$ cat src/rtl/flash_boot_loader_pkg.sv
`default_nettype none
// ---------------------------------------------------------------------------
// flash_boot_loader_pkg : shared types and constants for the boot loader
// Rev 1.0
// ---------------------------------------------------------------------------
package flash_boot_loader_pkg;

    typedef enum logic [2:0] {
        S_IDLE = 3'd0,
        S_CMD  = 3'd1,
        S_DATA = 3'd2,
        S_FIN  = 3'd3,
        S_DONE = 3'd4
    } boot_state_e;

    localparam logic [7:0] FLASH_READ_CMD = 8'h03;
    localparam int         CMD_BITS       = 32;

    // Flash streams byte 0 first; memory wants byte 0 in the low lane.
    function automatic logic [31:0] bswap32(input logic [31:0] w);
        return {w[7:0], w[15:8], w[23:16], w[31:24]};
    endfunction

endpackage
`default_nettype wire

$ cat src/rtl/flash_boot_loader_if.sv
`default_nettype none
// ---------------------------------------------------------------------------
// flash_boot_loader_if : SPI flash pins plus instruction-memory write port
// Rev 1.0
// ---------------------------------------------------------------------------
interface flash_boot_loader_if;
    logic        sck_o;
    logic        cs_no;
    logic        mosi_o;
    logic        miso_i;
    logic        write_o;
    logic [12:0] addr_o;
    logic [31:0] data_o;
    logic        done_o;

    modport master (
        output sck_o, cs_no, mosi_o, write_o, addr_o, data_o, done_o,
        input  miso_i
    );

    modport slave (
        input  sck_o, cs_no, mosi_o, write_o, addr_o, data_o, done_o,
        output miso_i
    );
endinterface
`default_nettype wire

$ cat src/rtl/flash_boot_loader_sck_gen.sv
`default_nettype none
// ---------------------------------------------------------------------------
// flash_boot_loader_sck_gen : SPI mode-0 clock divider with edge strobes
// Rev 1.0
// ---------------------------------------------------------------------------
module flash_boot_loader_sck_gen #(
    parameter int CLK_DIV = 2
) (
    input  wire  clk_i,
    input  wire  rst_ni,
    input  wire  en,
    output logic sck,
    output logic rise,
    output logic fall
);
    localparam int CW = (CLK_DIV > 1) ? $clog2(CLK_DIV) : 1;

    logic [CW-1:0] div_cnt;
    logic          sck_q;
    logic          term;

    assign term = (div_cnt == CW'(CLK_DIV - 1));
    // Strobes mark the clk edge at which sck is about to change.
    assign rise = en && term && !sck_q;
    assign fall = en && term &&  sck_q;
    assign sck  = sck_q;

    always_ff @(posedge clk_i or negedge rst_ni) begin
        if (!rst_ni) begin
            div_cnt <= '0;
            sck_q   <= 1'b0;
        end else if (!en) begin
            div_cnt <= '0;
            sck_q   <= 1'b0;
        end else if (term) begin
            div_cnt <= '0;
            sck_q   <= ~sck_q;
        end else begin
            div_cnt <= div_cnt + CW'(1);
        end
    end
endmodule
`default_nettype wire

$ cat src/rtl/flash_boot_loader.sv
`default_nettype none
// ---------------------------------------------------------------------------
// flash_boot_loader : copies a boot image from SPI NOR flash into instr RAM
// Rev 1.0
// ---------------------------------------------------------------------------
module flash_boot_loader
    import flash_boot_loader_pkg::*;
#(
    parameter int          CLK_DIV    = 2,
    parameter logic [23:0] FLASH_BASE = 24'h0,
    parameter int          WORDS      = 2048
) (
    input  wire                 clk_i,
    input  wire                 rst_ni,
    flash_boot_loader_if.master bus
);
    localparam int                FIN_W     = $clog2(CLK_DIV + 1);
    localparam logic [FIN_W-1:0]  FIN_LAST  = FIN_W'(CLK_DIV - 1);
    localparam logic [11:0]       LAST_WORD = 12'(WORDS - 1);
    localparam logic [CMD_BITS-1:0] CMD_WORD = {FLASH_READ_CMD, FLASH_BASE};

    boot_state_e state, state_next;

    logic             sck, sck_en, sck_rise, sck_fall;
    logic [4:0]       bit_cnt;
    logic [11:0]      word_cnt;
    logic [30:0]      cmd_sh;
    logic [30:0]      rx_sh;
    logic [FIN_W-1:0] fin_cnt;
    logic             cs_n, mosi, write_en, done;
    logic [12:0]      addr;
    logic [31:0]      data;
    logic             last_bit, last_word;
    logic [31:0]      rx_word;

    assign last_bit  = (bit_cnt == 5'd31);
    assign last_word = (word_cnt == LAST_WORD);
    assign rx_word   = {rx_sh, bus.miso_i};

    // In FIN the divider runs only long enough to bring sck back low.
    assign sck_en = (state == S_CMD) || (state == S_DATA) || ((state == S_FIN) && sck);

    flash_boot_loader_sck_gen #(.CLK_DIV(CLK_DIV)) u_sck_gen (
        .clk_i  (clk_i),
        .rst_ni (rst_ni),
        .en     (sck_en),
        .sck    (sck),
        .rise   (sck_rise),
        .fall   (sck_fall)
    );

    always_ff @(posedge clk_i or negedge rst_ni) begin
        if (!rst_ni) state <= S_IDLE;
        else         state <= state_next;
    end

    always_comb begin
        state_next = state;
        case (state)
            S_IDLE: state_next = S_CMD;
            S_CMD:  if (sck_fall && last_bit) state_next = S_DATA;
            S_DATA: if (sck_rise && last_bit && last_word) state_next = S_FIN;
            S_FIN:  if (!sck && (fin_cnt == FIN_LAST)) state_next = S_DONE;
            S_DONE: state_next = S_DONE;
            default: state_next = S_IDLE;
        endcase
    end

    always_ff @(posedge clk_i or negedge rst_ni) begin
        if (!rst_ni) begin
            bit_cnt  <= '0;
            word_cnt <= '0;
            cmd_sh   <= '0;
            rx_sh    <= '0;
            fin_cnt  <= '0;
            cs_n     <= 1'b1;
            mosi     <= 1'b0;
            write_en <= 1'b0;
            addr     <= '0;
            data     <= '0;
            done     <= 1'b0;
        end else begin
            write_en <= 1'b0;
            case (state)
                S_IDLE: begin
                    cs_n     <= 1'b0;
                    cmd_sh   <= CMD_WORD[30:0];
                    mosi     <= CMD_WORD[31];
                    bit_cnt  <= '0;
                    word_cnt <= '0;
                end
                // Command bits advance on sck fall; the 32nd fall hands over to DATA.
                S_CMD: if (sck_fall) begin
                    cmd_sh  <= {cmd_sh[29:0], 1'b0};
                    mosi    <= last_bit ? 1'b0 : cmd_sh[30];
                    bit_cnt <= bit_cnt + 5'd1;
                end
                S_DATA: if (sck_rise) begin
                    rx_sh   <= rx_word[30:0];
                    bit_cnt <= bit_cnt + 5'd1;
                    if (last_bit) begin
                        write_en <= 1'b1;
                        data     <= bswap32(rx_word);
                        addr     <= {word_cnt[10:0], 2'b00};
                        if (!last_word) word_cnt <= word_cnt + 12'd1;
                    end
                end
                S_FIN: if (!sck) begin
                    if (fin_cnt == FIN_LAST) cs_n <= 1'b1;
                    else                     fin_cnt <= fin_cnt + FIN_W'(1);
                end
                S_DONE: done <= 1'b1;
                default: ;
            endcase
        end
    end

    assign bus.sck_o   = sck;
    assign bus.cs_no   = cs_n;
    assign bus.mosi_o  = mosi;
    assign bus.write_o = write_en;
    assign bus.addr_o  = addr;
    assign bus.data_o  = data;
    assign bus.done_o  = done;
endmodule
`default_nettype wire

$ cat src/flat_wrapper.sv
// flat-port wrapper written by rule: the top's interface ports become plain ports
module flash_boot_loader_flat import flash_boot_loader_pkg::*;
#(
    parameter int          CLK_DIV    = 2,
    parameter logic [23:0] FLASH_BASE = 24'h0,
    parameter int          WORDS      = 2048
)
  (clk_i, rst_ni, bus_sck_o, bus_cs_no, bus_mosi_o, bus_write_o, bus_addr_o, bus_data_o, bus_done_o, bus_miso_i);
  flash_boot_loader_if bus_i ();
  input  wire clk_i;
  input  wire rst_ni;
  output wire logic [$bits(bus_i.sck_o)-1:0] bus_sck_o;
  output wire logic [$bits(bus_i.cs_no)-1:0] bus_cs_no;
  output wire logic [$bits(bus_i.mosi_o)-1:0] bus_mosi_o;
  output wire logic [$bits(bus_i.write_o)-1:0] bus_write_o;
  output wire logic [$bits(bus_i.addr_o)-1:0] bus_addr_o;
  output wire logic [$bits(bus_i.data_o)-1:0] bus_data_o;
  output wire logic [$bits(bus_i.done_o)-1:0] bus_done_o;
  input wire logic [$bits(bus_i.miso_i)-1:0] bus_miso_i;
  assign bus_sck_o = bus_i.sck_o;
  assign bus_cs_no = bus_i.cs_no;
  assign bus_mosi_o = bus_i.mosi_o;
  assign bus_write_o = bus_i.write_o;
  assign bus_addr_o = bus_i.addr_o;
  assign bus_data_o = bus_i.data_o;
  assign bus_done_o = bus_i.done_o;
  assign bus_i.miso_i = bus_miso_i;
  flash_boot_loader #(.CLK_DIV(CLK_DIV), .FLASH_BASE(FLASH_BASE), .WORDS(WORDS)) u_core (.clk_i(clk_i), .rst_ni(rst_ni), .bus(bus_i));
endmodule
$ cat config.mk
export PLATFORM = sky130hd
export DESIGN_NAME = flash_boot_loader_flat
export DESIGN_NICKNAME = d
export VERILOG_FILES = /design/src/rtl/flash_boot_loader_pkg.sv /design/src/rtl/flash_boot_loader_if.sv /design/src/rtl/flash_boot_loader_sck_gen.sv /design/src/rtl/flash_boot_loader.sv /design/src/flat_wrapper.sv
export SDC_FILE = /design/constraint.sdc
export NUM_CORES = 1
export LEC_CHECK = 0
export BUFFER_PORTS_ARGS = -buffer_cell sky130_fd_sc_hd__buf_4
export CAP_MARGIN = 20
export CORE_AREA = 2 2 127 129
export CTS_BUF_LIST = sky130_fd_sc_hd__clkbuf_8
export CTS_CLUSTER_DIAMETER = 80
export CTS_CLUSTER_SIZE = 10
export DETAILED_ROUTE_END_ITERATION = 10
export DIE_AREA = 0 0 129 131
export PLACE_DENSITY_LB_ADDON = 0.05
export RECOVER_POWER = 25
export SKIP_CTS_REPAIR_TIMING = 1
export SYNTH_ARGS = -nofsm -noshare
export SYNTH_HDL_FRONTEND = slang
export SYNTH_SLANG_ARGS = --single-unit
$ cat constraint.sdc
create_clock -name clk_i -period 6.66 [get_ports clk_i]
set_input_delay 0.666 -clock clk_i [delete_from_list [all_inputs] [get_ports clk_i]]
set_output_delay 0.666 -clock clk_i [all_outputs]
set_load 0.005 [all_outputs]
# After elaboration in Yosys (flattened, before gate mapping)
# Cells that the tools add are included.
[word_totals]
elab_cells = 87
input_bits = 3
out_inout_bits = 50
regBits = 133
[classes]
n_mux = 26
reduce_logical = 24
bitwise = 2
addsub = 4
eq_ne = 17
[ops]
columns = ["op", "n"]
rows = [
  ["31-bit case mux with 2 select lines", 1],
  ["12-bit 2-to-1 mux", 3],
  ["31-bit 2-to-1 mux", 1],
  ["12-bit case mux with 2 select lines", 1],
  ["3-bit case mux with 5 select lines", 1],
  ["5-bit case mux with 3 select lines", 1],
  ["3-bit AND reduction", 5],
  ["12-bit by 1-bit adder with 12-bit output (second input constant)", 1],
  ["12-bit by 11-bit == test with 1-bit output (second input constant)", 1],
  ["2-bit inequality test (second input constant)", 6],
  ["1-bit 2-to-1 mux", 11],
  ["5-bit 2-to-1 mux", 2],
  ["3-bit 2-to-1 mux", 3],
  ["1-bit logical AND", 8],
  ["2-bit by 1-bit inequality test with 1-bit output (second input constant)", 4],
  ["3-bit by 2-bit == test with 1-bit output (second input constant)", 2],
  ["2-bit nonzero test", 3],
  ["5-bit by 1-bit adder with 5-bit output (second input constant)", 1],
  ["5-bit == test (second input constant)", 1],
  ["1-bit case mux with 2 select lines", 2],
  ["2-bit AND reduction", 2],
  ["4-bit AND reduction", 1],
  ["3-bit by 1-bit == test with 1-bit output (second input constant)", 1],
  ["3-bit == test (second input constant)", 1],
  ["8 further kinds", 10],
]

# Logic depth before layout (Yosys ltp)
# Gate-level depths: netlist of the first run.
[depth]
ltp_word = 9
ltp_mapped = 7
depth_no_buf = 7

# By module
# A second synthesis of the first run with hierarchy kept.
[hier_totals]
hier_cells = 438
area_unflattened_um2 = 4642.0
[modules_own_cells]
columns = ["mod", "n_inst", "area_per_inst_um2", "cells_per_inst", "seq_area_each_um2"]
rows = [
  ["flash_boot_loader", 1, 4553.1, 430, 2678.8],
  ["flash_boot_loader_sck_gen", 1, 88.8, 8, 50.0],
]

# Least setup slack after synthesis of the first run
# No wires, ideal clock.
[synth_timing]
path_kind = "reg-to-reg"
start = "register u_core.bit_cnt[0]"
end = "register u_core.word_cnt[7]"
slack_ps = 4476
arrival_ps = 2106
path_stages_with_launch = 8
setup_time_ps = 78
synth_period_minus_slack_ps = 2184
path_buffers = 0
required_ps = 6582
path_cell_list = "dfrtp_1 -> ha_1 -> and3_1 -> ha_1 -> nand3b_1 -> a2111o_1 -> or4_1 -> a21oi_1"
[synth_between]
elab_chain_cells = 3
[synth_rtl]
columns = ["item", "line_no", "source"]
rows = [
  ["start: declaration", "flash_boot_loader.sv:25", "logic [4:0] bit_cnt;"],
  ["start signal: assignment", "flash_boot_loader.sv:96", "bit_cnt <= bit_cnt + 5'd1;"],
  ["start signal: assignment", "flash_boot_loader.sv:100", "bit_cnt <= bit_cnt + 5'd1;"],
  ["5-bit == test", "flash_boot_loader.sv:36", "assign last_bit = (bit_cnt == 5'd31);"],
  ["2-bit by 1-bit inequality test with 1-bit output (no source line)", "-", ""],
  ["4-bit AND reduction (no source line)", "-", ""],
  ["end signal: assignment", "flash_boot_loader.sv:105", "if (!last_word) word_cnt <= word_cnt + 12'd1;"],
  ["end: declaration", "flash_boot_loader.sv:26", "logic [11:0] word_cnt;"],
]
# Every way passes these cells.
# A chain may end at the register's enable or synchronous reset.

==> metrics list, run 1 <==
- Based on the critical path, the design can be clocked at up to 326 MHz.
* Worst-Margin Slew: 2.76 ns
* Unrepaired setup endpoints after global routing: false
- Number of buffers and inverters on the critical path: 2
* Area of the die: 16900 um2
- Final critical-path share of the clock period: 0.461
* Crit-path max FO: 62
- Num ports: 53
- Layout Nets: 412
- Hold Slack: 0.488 ns
- The number of cells on the worst reg-to-reg path is 6.
- Overall routing resource usage: 0.120
- For this run, the leading register cell type out of synthesis is sky130_fd_sc_hd__dfrtp_1.
- Largest stage delay on the critical path: 1.91 ns
* Routed len/inst: 14.9 um
* Maximum number of pins on one net before global-route repair: 63
* Mapped Cells: 357
- Unique masters post-synth: 49
- For this design the static power due to leakage is 2.62 nW.
- The worst-case IR drop observed on VDD is 77.6 uV.
- Arr. time, crit path: 3.49 ns
* First-pass GRT wire length: 15.7 mm
- At the end of routability-driven placement, the weighted congestion stood at 0.713.
* Depth of the CTS H-tree: 3
- From left edge to right edge, the die measures 129 um.
- The path with the worst hold slack has its endpoint at u_core.bus.addr_o[4]$_DFFE_PN0P_.
- The clock arrives with 0.0111 ns of skew.
- Final HPWL from detailed placement: 5.91 mm
* Hold Path Class: reg -> reg
- The startpoint identified for the worst register-to-register timing path is u_core.bit_cnt[0]$_DFFE_PN0P_.
* Proportion of layout cells with a drive suffix above 1: 0.354
- Global routing finished with a remaining overflow of 0.
- Overall power after layout: 1.05 mW
- In this run, CTS created clock tree buffers numbering 9.
* Initial standard-cell utilization of the core: 0.294
- Total instance count after detailed placement: 610
- Number of antenna violations at the first check in global routing: 0
* Critical setup path kind: in -> async
- Worst max-slew margin expressed relative to the limit: -0.838
* Clk Tree Root Cell: sky130_fd_sc_hd__clkbuf_8
- For this run, the detailed router's first-pass iteration total came to 4.
- The flow ran to the end, but the final reports show violations.
- Core region area: 15600 um2
- In this run the remaining antenna-violating nets after routing total 0.
* Cell-by-cell listing of the critical path: clkbuf_1 > buf_4
* Crit end category: async pin
- The number of global-route vias before repair is 2985.
* Mapped Area: 4580 um2
* Synth top area share: 0.590
- Number of flip-flops and latches in the synthesized netlist: 109
* Warning count from the yosys run: 0
- The worst hold path begins at u_core.bus.addr_o[4]$_DFFE_PN0P_.
- Initial DRC Count: 162
- In this run the power density over the cells is 197 nW/um2.
- The count of buffers added on input and output ports is 50.
- Along the worst hold path, the cell count comes to 2.
* Max Buffers Root-to-Sink: 2
* DRC viols: 0
* Final core utilization: 0.343
- Violations in the final reports: capacitance limit, slew limit
- Height of the chip: 131 um
- Setup slack on the worst reg-to-reg path comes out at 4.01 ns.
- RR Endpoint: u_core.bus.data_o[24]$_DFFE_PN0P_
- Library cell occupying the most area in the post-synthesis netlist: sky130_fd_sc_hd__dfrtp_1
* Setup_tns: 0 ns
- Antenna fix cells: 0
- After synthesis, the cell types taking the most area are sky130_fd_sc_hd__dfrtp_1 59%, sky130_fd_sc_hd__mux2_2 18%, sky130_fd_sc_hd__nand2_1 1.9%.
- Critical path launch point type: input port
- Post-synth EDFFs: 0
- The tool flagged a number of max-cap violations equal to 1.
- Number of setup violations in the final report: 0
- Average size of a mapped cell: 12.8 um2
* Routed vias: 2876
- After layout, the minimum clock period comes to 3.07 ns.
- The max-slew violation total from the final report was 49.
- Relative area change from synthesis to final layout: 16.8%
- The clock drives 109 sinks.
* Delay-heaviest family, CP: buffers and inverters
- Std cell rows: 46
- The final count of hold timing violations came to 0.
- After synthesis, the share of flip-flops with an asynchronous set or reset is 1.00.
- Clock slew at the register clock pins of the worst setup and hold paths: 0.10 ns
- Among all stages on the critical path, the largest delay is contributed by sky130_fd_sc_hd__clkbuf_1.
- STA puts the critical path data required time at 7.09 ns.
- Clock latency reported for the late side of the worst-skew pair: 0.38 ns
* Routed wire length: 9.30 mm
* Number of vias per cell after detailed routing: 4.59
* Layout Cells excl Fill: 626
* Sequential cell area fraction in the yosys report: 0.596
- Clock tree from TritonCTS: built
==> through the flow <==
stage	setup slack, ns	instance area, um2
after floorplan	4.48	4590
after global placement	3.98	5180
after detailed placement	3.94	5180
after CTS	3.93	5360
after global routing	2.88	5350
final	3.59	5350
==> registers in the layout, summed over array words and instances (netlist names) <==
| name | flops |
|---|---|
| u_core.bit_cnt | 5 |
| u_core.bus.addr_o | 11 |
| u_core.bus.cs_no | 1 |
| u_core.bus.data_o | 32 |
| u_core.bus.done_o | 1 |
| u_core.bus.mosi_o | 1 |
| u_core.bus.write_o | 1 |
| u_core.cmd_sh | 7 |
| u_core.fin_cnt | 2 |
| u_core.rx_sh | 31 |
| u_core.state | 3 |
| u_core.u_sck_gen.div_cnt | 1 |
| u_core.u_sck_gen.sck | 1 |
| u_core.word_cnt | 12 |
==> how the worst max path moves through the flow <==
stage / startpoint / to / slack (ns) / depth (start not counted)
global placement: u_core.bit_cnt[0]$_DFFE_PN0P_ / u_core.bus.data_o[22]$_DFFE_PN0P_ / 3.98 / 6
global route: rst_ni / u_core.word_cnt[11]$_DFFE_PN0P_ / 2.88 / 2
detailed placement: u_core.bit_cnt[0]$_DFFE_PN0P_ / u_core.bus.data_o[18]$_DFFE_PN0P_ / 3.94 / 6
floorplan: u_core.bit_cnt[0]$_DFFE_PN0P_ / u_core.word_cnt[7]$_DFFE_PN0P_ / 4.48 / 7
finish: rst_ni / u_core.bus.addr_o[12]$_DFFE_PN0P_ / 3.59 / 2
CTS: u_core.bit_cnt[0]$_DFFE_PN0P_ / u_core.bus.data_o[16]$_DFFE_PN0P_ / 3.93 / 6
==> layout by cell type (no fill, tap or decap), types with 4 or more instances in the layout <==
| master | instances |
|---|---|
| sky130_fd_sc_hd__inv_1 | 16 |
| sky130_fd_sc_hd__clkbuf_8 | 9 |
| sky130_fd_sc_hd__ha_1 | 4 |
| sky130_fd_sc_hd__dfrtp_1 | 108 |
| sky130_fd_sc_hd__nand2_1 | 23 |
| sky130_fd_sc_hd__mux2i_1 | 7 |
| sky130_fd_sc_hd__a21oi_1 | 8 |
| sky130_fd_sc_hd__a211oi_1 | 4 |
| sky130_fd_sc_hd__nor2_1 | 11 |
| sky130_fd_sc_hd__a31oi_1 | 4 |
| sky130_fd_sc_hd__nand3_1 | 12 |
| sky130_fd_sc_hd__nand4_1 | 6 |
| sky130_fd_sc_hd__o21ai_0 | 10 |
| sky130_fd_sc_hd__buf_4 | 36 |
| sky130_fd_sc_hd__mux2_2 | 74 |
| sky130_fd_sc_hd__nand2b_1 | 5 |
| sky130_fd_sc_hd__clkbuf_4 | 17 |
==> synth_stat cells, types with 3 or more instances <==
cell type and number:
sky130_fd_sc_hd__a211oi_1 4, sky130_fd_sc_hd__a21oi_1 8, sky130_fd_sc_hd__a31oi_1 4, sky130_fd_sc_hd__buf_1 4
sky130_fd_sc_hd__buf_4 3, sky130_fd_sc_hd__clkbuf_1 9, sky130_fd_sc_hd__dfrtp_1 108, sky130_fd_sc_hd__ha_1 4
sky130_fd_sc_hd__inv_1 15, sky130_fd_sc_hd__mux2_2 74, sky130_fd_sc_hd__mux2i_1 7, sky130_fd_sc_hd__nand2_1 23
sky130_fd_sc_hd__nand2b_1 5, sky130_fd_sc_hd__nand3_1 12, sky130_fd_sc_hd__nand3b_1 3, sky130_fd_sc_hd__nand4_1 6
sky130_fd_sc_hd__nor2_1 11, sky130_fd_sc_hd__nor3_1 3, sky130_fd_sc_hd__nor4_1 3, sky130_fd_sc_hd__o21ai_0 10
sky130_fd_sc_hd__o31ai_1 3, sky130_fd_sc_hd__or3_1 3, sky130_fd_sc_hd__or4_1 3
==> cells by family (layout without fill, tap and decap cells) <==
| group | after synthesis | count (layout) | synth area share |
|---|---|---|---|
| multiplexers | 81 | 81 | 0.197 |
| adder cells (fa/ha/maj) | 4 | 4 | 0.0109 |
| AND/OR/NAND/NOR | 84 | 84 | 0.0983 |
| buffers and inverters | 33 | 85 | 0.0300 |
| XOR/XNOR | 2 | 2 | 0.00382 |
| other | 1 | 2 | 0.000818 |
| flip-flops | 109 | 109 | 0.596 |
| AO/OA/AOI/OAI | 43 | 43 | 0.0634 |
==> power by group <==
part	switching (mW)	internal (mW)
clock	0.238	0.138
sequential	0.000395	0.662
combinational	0.0136	0.00164
total	0.252	0.802
==> layer usage <==
layer	track usage	wire, um
met5	0	0
met2	0.194	4430
met4	0.0537	150
met3	0.0293	372
met1	0.154	4350
==> layout make-up <==
class / instances / area, um2
Tap cell: 216 / 270
Sequential cell: 109 / 2730
Clock buffer: 9 / 124
Timing Repair Buffer: 54 / 402
Inverter: 15 / 56.3
Clock inverter: 7 / 51.3
Multi-Input combinational cell: 216 / 1720
Fill cell: 1565 / 10200
Power figures use the tool's default switching activity.
==> inputs of run 2 (changes only) <==
==> constraint.sdc (replaced) <==
create_clock -name clk_i -period 2.6 [get_ports clk_i]
set_input_delay 0.26 -clock clk_i [delete_from_list [all_inputs] [get_ports clk_i]]
set_output_delay 0.26 -clock clk_i [all_outputs]
set_load 0.005 [all_outputs]
==> metrics list, run 2 (synthesis gave the netlist of run 1 again) <==
- Clock sinks: 109 (unchanged)
- The clock power share is 0.362 (+0.005).
- The number of setup violations in the final report came to 0 (unchanged).
* Clock tree from TritonCTS: built
- Leading cell types in the layout, fill and taps excluded: 108 x sky130_fd_sc_hd__dfrtp_1, 74 x sky130_fd_sc_hd__mux2_2, 61 x sky130_fd_sc_hd__buf_4
- The final estimated routing congestion in global placement is 0.751 (+5.3%).
- Layout Nets: 423 (+2.7%)
* Number of vias per cell after detailed routing: 4.61 (+0.26%)
- Net switching share of the total power: 0.236 (-0.00290)
- The switching power summed over all nets is 0.645 mW (+160%).
* Total instance count after detailed placement: 620 (+1.6%)
- Antenna fix cells: 0 (unchanged)
- The worst path arrival time came to 2.69 ns (-0.80 ns).
* Max Buffers Root-to-Sink: 2 (unchanged)
- The H-tree depth was 3 (unchanged).
- The tree is rooted in a sky130_fd_sc_hd__clkbuf_8.
- The number of I/O port buffers is 50 (unchanged).
* Num ports: 53 (unchanged)
* Count of final hold-check violations: 0 (unchanged)
- Period minus WS final: 2.38 ns
- Overall routing resource usage: 0.122 (+0.00224)
* Layout Cells excl Fill: 637 (+1.8%)
- The worst max-slew margin expressed relative to the limit came to 0.235 (+1.07).
- The setup TNS came to 0 ns (unchanged).
- The vertical die dimension was 131 um (unchanged).
- Required time worst endpoint: 2.91 ns (-4.18 ns)
* Hold Slack: 0.117 ns (-0.370 ns)
- The power per standard cell area was 500 nW/um2 (+150%).
- The share of layout cells above drive strength 1 is 0.371 (+0.0169).
- Final critical-path share of the clock period: 0.917
- The transition at the pin with the smallest max-transition slack was 1.15 ns (-1.61 ns).
- The initial antenna violation count came to 0 (unchanged).
- Number of global-route vias before repair: 2958 (-0.90%)
- The number of optimization iterations in the first detailed-route pass is 5 (+1).
- The flip-flop count of the largest register, all copies and words added came to 32 (unchanged).
* Final ANT Viol Nets: 0 (unchanged)
- Core region area: 15600 um2 (unchanged)
* Worst clock skew on the final layout: 0.0116 ns (+0.000557 ns)
* Combinational group share of total power: 0.016 (+0.002)
- Clock latency reported for the late side of the worst-skew pair: 0.38 ns (about the same)
- Maximum number of pins on one net before global-route repair: 44 (-30%)
- Sequential group share of total power: 0.622 (-0.007)
* Outcome: complete, no violations
- The number of buffers inserted during clock tree synthesis was 9 (unchanged).
- Critical path launch point type: flip-flop
- Slew Viols, Final: 0 (-100%)
- The effective utilization at floorplan is 0.294 (unchanged).
* Commonest non-fill, non-tap cell in the layout: sky130_fd_sc_hd__dfrtp_1
* Worst ir drop on vdd: 181 uV (+130%)
- Cell internal power dissipation: 2.08 mW (+160%)
* Fmax achieved: 420 MHz
- Final HPWL from detailed placement: 6.23 mm (+5.4%)
- The number of max-cap violations was 0 (-1).
* Hold Path Class: in -> reg
* Routed wire length: 9.55 mm (+2.7%)
- Lkg Pwr: 2.69 nW (+2.5%)
- The chip width was 129 um (unchanged).
- First-pass GRT wire length: 15.9 mm (+1.6%)
- Clock slew at the register clock pins of the worst setup and hold paths: 0.11 ns (about the same)
- Setup repair after global routing left no endpoint under its margin.
* Leftover overflow at the end of global routing: 0 (unchanged)
- Crit end category: flip-flop
- Initial DRC Count: 108 (-33%)
- The wire length per cell after detailed routing was 15.0 um (+0.90%).
- The placement row count is 46 (unchanged).
- The biggest fanout along the worst timing path is 9 (-85%).
- Critical setup path kind: reg -> reg
- The post-route DRC violation count came to 0 (unchanged).
* Relative area change from synthesis to final layout: 19.1%
- Routed vias: 2934 (+2.0%)
* Area of the die: 16900 um2 (unchanged)
[run 2: layer usage]
metal  global-route usage  part of all wire
met1                0.164              0.48
met2                0.191              0.47
met3               0.0338             0.044
met4               0.0422             0.011
met5                    0                 0
[run 2: worst max-delay path, stage by stage, from the launching register on]
cell                       delay, ns
sky130_fd_sc_hd__dfrtp_1        0.40
sky130_fd_sc_hd__ha_1           0.17
sky130_fd_sc_hd__and3_1         0.15
sky130_fd_sc_hd__ha_1           0.25
sky130_fd_sc_hd__nand3b_1       0.14
sky130_fd_sc_hd__a2111o_1       0.55
sky130_fd_sc_hd__or4_1          0.50
sky130_fd_sc_hd__a21oi_1        0.16
[run 2: stage by stage]
step	utilization	instance area, um2	worst slack, ns	power (mW)
after CTS	0.350	5450	0.225	2.80
after global placement	0.338	5270	0.324	1.78
after floorplan	-	4590	0.416	1.73
final	0.350	5460	0.216	2.73
after global routing	0.350	5460	0.0443	2.87
after detailed placement	0.338	5270	0.235	1.78
[run 2: worst paths after layout]
kind | from | endpoint | slack, ns | cells after the start
min in group asynchronous | rst_ni | u_core.fin_cnt[0]$_DFFE_PN0P_ | 0.64 | 2
max in group asynchronous | rst_ni | u_core.rx_sh[21]$_DFFE_PN0P_ | 0.75 | 3
max | u_core.bit_cnt[0]$_DFFE_PN0P_ | u_core.word_cnt[5]$_DFFE_PN0P_ | 0.22 | 7
min | bus_miso_i | u_core.bus.data_o[24]$_DFFE_PN0P_ | 0.12 | 2
min reg2reg | u_core.bus.done_o$_DFFE_PN0N_ | u_core.bus.done_o$_DFFE_PN0N_ | 0.48 | 1
max reg2reg | u_core.bit_cnt[0]$_DFFE_PN0P_ | u_core.word_cnt[5]$_DFFE_PN0P_ | 0.22 | 7
[run 2: power groups by stage]
stage	logic (mW)	clock network, mW	registers (mW)
floorplan	0.00420	0	1.73
global placement	0.0489	0	1.73
detailed placement	0.0492	0	1.73
CTS	0.0491	1.05	1.70
global route	0.0539	1.12	1.70
finish	0.0449	0.988	1.70
[run 2: cell type report]
cell class              instances  area, um2
fillers                      1569      10100
flip-flops and latches        109       2730
multi-input cells             216       1720
repair buffers                 65        497
well taps                     216        270
clock buffers                  10        138
inverters                      15       56.3
clock inverters                 6       46.3
==> inputs of run 3 (changes only) <==
--- a/config.mk
+++ b/config.mk
@@ -13,7 +13,7 @@
 export CTS_CLUSTER_SIZE = 10
 export DETAILED_ROUTE_END_ITERATION = 10
 export DIE_AREA = 0 0 129 131
-export PLACE_DENSITY_LB_ADDON = 0.05
+export PLACE_DENSITY = 0.55
 export RECOVER_POWER = 25
 export SKIP_CTS_REPAIR_TIMING = 1
 export SYNTH_ARGS = -nofsm -noshare
==> metrics list, run 3 (synthesis gave the netlist of run 1 again) <==
- Worst r2r path cells: 7 (unchanged)
- In this run the most used layer during global routing was met2.
- Leaving out fill and tap cells, the most frequent cell in the layout is sky130_fd_sc_hd__dfrtp_1.
* Crit end category: flip-flop
* Hold Slack: 0.117 ns (+0.000175 ns)
- Slew Viols, Final: 0 (unchanged)
- Worst ir drop on vdd: 404 uV (+120%)
- The number of I/O port buffers is 50 (unchanged).
* Met1 usage: 0.145 (-0.0192)
- In the layout the commonest cells are 108 x sky130_fd_sc_hd__dfrtp_1, 74 x sky130_fd_sc_hd__mux2_2, 59 x sky130_fd_sc_hd__buf_4.
- Max Buffers Root-to-Sink: 2 (unchanged)
- Pwr Density: 499 nW/um2 (-0.18%)
- The top-level I/O count came to 53 (unchanged).
- Clock slew at the register clock pins of the worst setup and hold paths: 0.11 ns (about the same)
- The total global-route track usage came to 0.114 (-0.00839).
* Area of the die: 16900 um2 (unchanged)
- Grt met2 use: 0.178 (-0.0128)
- The number of global-route vias before repair is 2973 (+0.51%).
* Clk Tree Root Cell: sky130_fd_sc_hd__clkbuf_8
* Outcome: complete, no violations
- The tightest min-delay check is of the in -> reg type.
* Routed vias: 2894 (-1.4%)
* Final Instance Area: 5420 um2 (-0.60%)
- For this design, the slowest cell found on the critical path is sky130_fd_sc_hd__a2111o_1.
* Proportion of layout cells with a drive suffix above 1: 0.364 (-0.00691)
* Worst-case register-to-register setup slack: 0.20 ns (-0.02 ns)
- Required time worst endpoint: 2.90 ns (about the same)
* Worst-case setup slack after placement: 0.247 ns (+0.0128 ns)
- RR Endpoint: u_core.word_cnt[9]$_DFFE_PN0P_
- Routability cong.: 0.827 (+10%)
* Most frequent CP cell: sky130_fd_sc_hd__ha_1
* Period minus WS final: 2.40 ns (+0.0204 ns)
- Reg area: 2730 um2 (unchanged)
* Std cell rows: 46 (unchanged)
- The initial antenna violation count is 0 (unchanged).
- Layout Nets: 420 (-0.71%)
- The final standard cell count with taps included and fillers excluded was 634 (-0.47%).
- Count of final hold-check violations: 0 (unchanged)
- TritonCTS built the clock tree.
* Arr. time, crit path: 2.70 ns (about the same)
- Worst max-slew margin expressed relative to the limit: 0.411 (+0.176)
- Delay-heaviest family, CP: simple AND/OR/NAND/NOR gates
- The flip-flop count of the largest register, all copies and words added is 32 (unchanged).
- Crit-path max FO: 9 (unchanged)
* Final HPWL from detailed placement: 5.98 mm (-3.9%)
* Launch instance of the worst register-to-register path: u_core.bit_cnt[0]$_DFFE_PN0P_
- Initial DRC Count: 126 (+17%)
- Critical path launch point type: flip-flop
* Cell-by-cell listing of the critical path: ha_1 > and3_1 > ha_1 > nand3b_1 > a2111o_1 > or4_1 > a21oi_1
* Worst-Margin Slew: 0.884 ns (-0.264 ns)
- Worst Setup Slack, final: 0.196 ns (-0.0204 ns)
* Hold Startpoint: bus_miso_i
- Total instance count after detailed placement: 617 (-0.48%)
* Routed wire length: 8.82 mm (-7.7%)
- The effective utilization at floorplan was 0.294 (unchanged).
- The wire length per cell after detailed routing came to 13.9 um (-7.2%).
* Unrepaired setup endpoints after global routing: false
- Worst clock skew on the final layout: 0.0104 ns (-0.00126 ns)
- The largest net degree at the start of global routing is 66 (+50%).
- DRC viols: 0 (unchanged)
- The number of max-cap violations is 0 (unchanged).
- Area taken by multi-input logic gates: 1720 um2 (unchanged)
* Lkg Pwr: 2.68 nW (about the same)
* First-pass GRT wire length: 15.0 mm (-5.7%)
* Number of setup violations in the final report: 0 (unchanged)
- For hold timing, the worst endpoint is u_core.bus.data_o[24]$_DFFE_PN0P_.
- The highest attainable clock frequency came to 416 MHz (-0.85%).
- The post-detailed-route via-to-cell ratio came to 4.56 (-0.90%).
- The global routing met3 resource utilization was 0.0513 (+0.0175).
- Number of buffers and inverters on the critical path: 0 (unchanged)
- Setup_tns: 0 ns (unchanged)
- Worst Hold Path Cells: 2 (unchanged)
- The chip width is 129 um (unchanged).
* Clock latency reported for the late side of the worst-skew pair: 0.38 ns (about the same)
* Instance area after placement: 5250 um2 (-0.43%)
- Number of buffers inserted during clock tree synthesis: 9 (unchanged)
- The remaining antenna violation count after routing came to 0 (unchanged).
- The post-route clock period utilization was 0.925 (+0.00784).
- Depth of the CTS H-tree: 3 (unchanged)
* Critical setup path kind: reg -> reg
* Relative area change from synthesis to final layout: 18.4%
- The residual overflow from global routing came to 0 (unchanged).
- The number of sinks handled by clock tree synthesis is 109 (unchanged).
- Antenna fix cells: 0 (unchanged)
* Height of the chip: 131 um (unchanged)
* Core region area: 15600 um2 (unchanged)
- Largest stage delay on the critical path: 0.56 ns (about the same)
- The number of filler cells placed in the layout is 1544 (-1.6%).
* First-pass detailed-route iteration total: 4 (-1)
==> run 3: cell count changes in the layout (fill, tap and decap cells not counted) <==
| cell | before | now |
|---|---|---|
| sky130_fd_sc_hd__clkbuf_4 | 0 | 1 |
| sky130_fd_sc_hd__inv_6 | 0 | 2 |
| sky130_fd_sc_hd__inv_1 | 15 | 16 |
| sky130_fd_sc_hd__clkbuf_2 | 1 | 0 |
| sky130_fd_sc_hd__buf_12 | 1 | 0 |
| sky130_fd_sc_hd__buf_4 | 61 | 59 |
| sky130_fd_sc_hd__clkinv_4 | 0 | 1 |
| sky130_fd_sc_hd__clkinvlp_4 | 4 | 0 |
==> run 3: worst max-delay path by stage <==
stage                     slack (ns)  depth (start not counted)                              to                     startpoint
after global routing            0.07                          7  u_core.word_cnt[9]$_DFFE_PN0P_  u_core.bit_cnt[0]$_DFFE_PN0P_
final                           0.20                          7  u_core.word_cnt[9]$_DFFE_PN0P_  u_core.bit_cnt[0]$_DFFE_PN0P_
after CTS                       0.19                          7  u_core.word_cnt[9]$_DFFE_PN0P_  u_core.bit_cnt[0]$_DFFE_PN0P_
after detailed placement        0.25                          7  u_core.word_cnt[7]$_DFFE_PN0P_  u_core.bit_cnt[0]$_DFFE_PN0P_
after global placement          0.35                          7  u_core.word_cnt[5]$_DFFE_PN0P_  u_core.bit_cnt[0]$_DFFE_PN0P_
after floorplan                 0.42                          7  u_core.word_cnt[7]$_DFFE_PN0P_  u_core.bit_cnt[0]$_DFFE_PN0P_
==> run 3: worst reg2reg max path, stage by stage (launching register included) <==
cell and delay (ns):
sky130_fd_sc_hd__dfrtp_1 0.40, sky130_fd_sc_hd__ha_1 0.18, sky130_fd_sc_hd__and3_1 0.16, sky130_fd_sc_hd__ha_1 0.22, sky130_fd_sc_hd__nand3b_1 0.13, sky130_fd_sc_hd__a2111o_1 0.56, sky130_fd_sc_hd__or4_1 0.51, sky130_fd_sc_hd__a21oi_1 0.17
==> run 3: power by group <==
part	internal (mW)	switching [mW]
Combinational	0.00607	0.0340
Sequential	1.70	0.000860
Clock	0.385	0.586
==> run 3: layer usage <==
layer | vias up | share of wire
li1 | 1388 | -
met3 | 6 | 0.057
met2 | 51 | 0.47
met1 | 1449 | 0.46
met5 | - | 0
met4 | 0 | 0.0078
==> run 3: final cells by class <==
| class | instances | area share |
|---|---|---|
| tap | 216 | 0.0498 |
| inverter | 15 | 0.0104 |
| multi-input combinational | 216 | 0.317 |
| clock inverter | 6 | 0.00854 |
| clock buffer | 10 | 0.0254 |
| sequential | 109 | 0.503 |
| timing repair buffer | 62 | 0.0856 |
==> run 3: through the flow <==
stage               total power, mW  utilization
floorplan                      1.73            -
global placement               1.77        0.336
detailed placement             1.78        0.336
CTS                            2.78        0.348
global route                   2.85        0.348
finish                         2.71        0.348
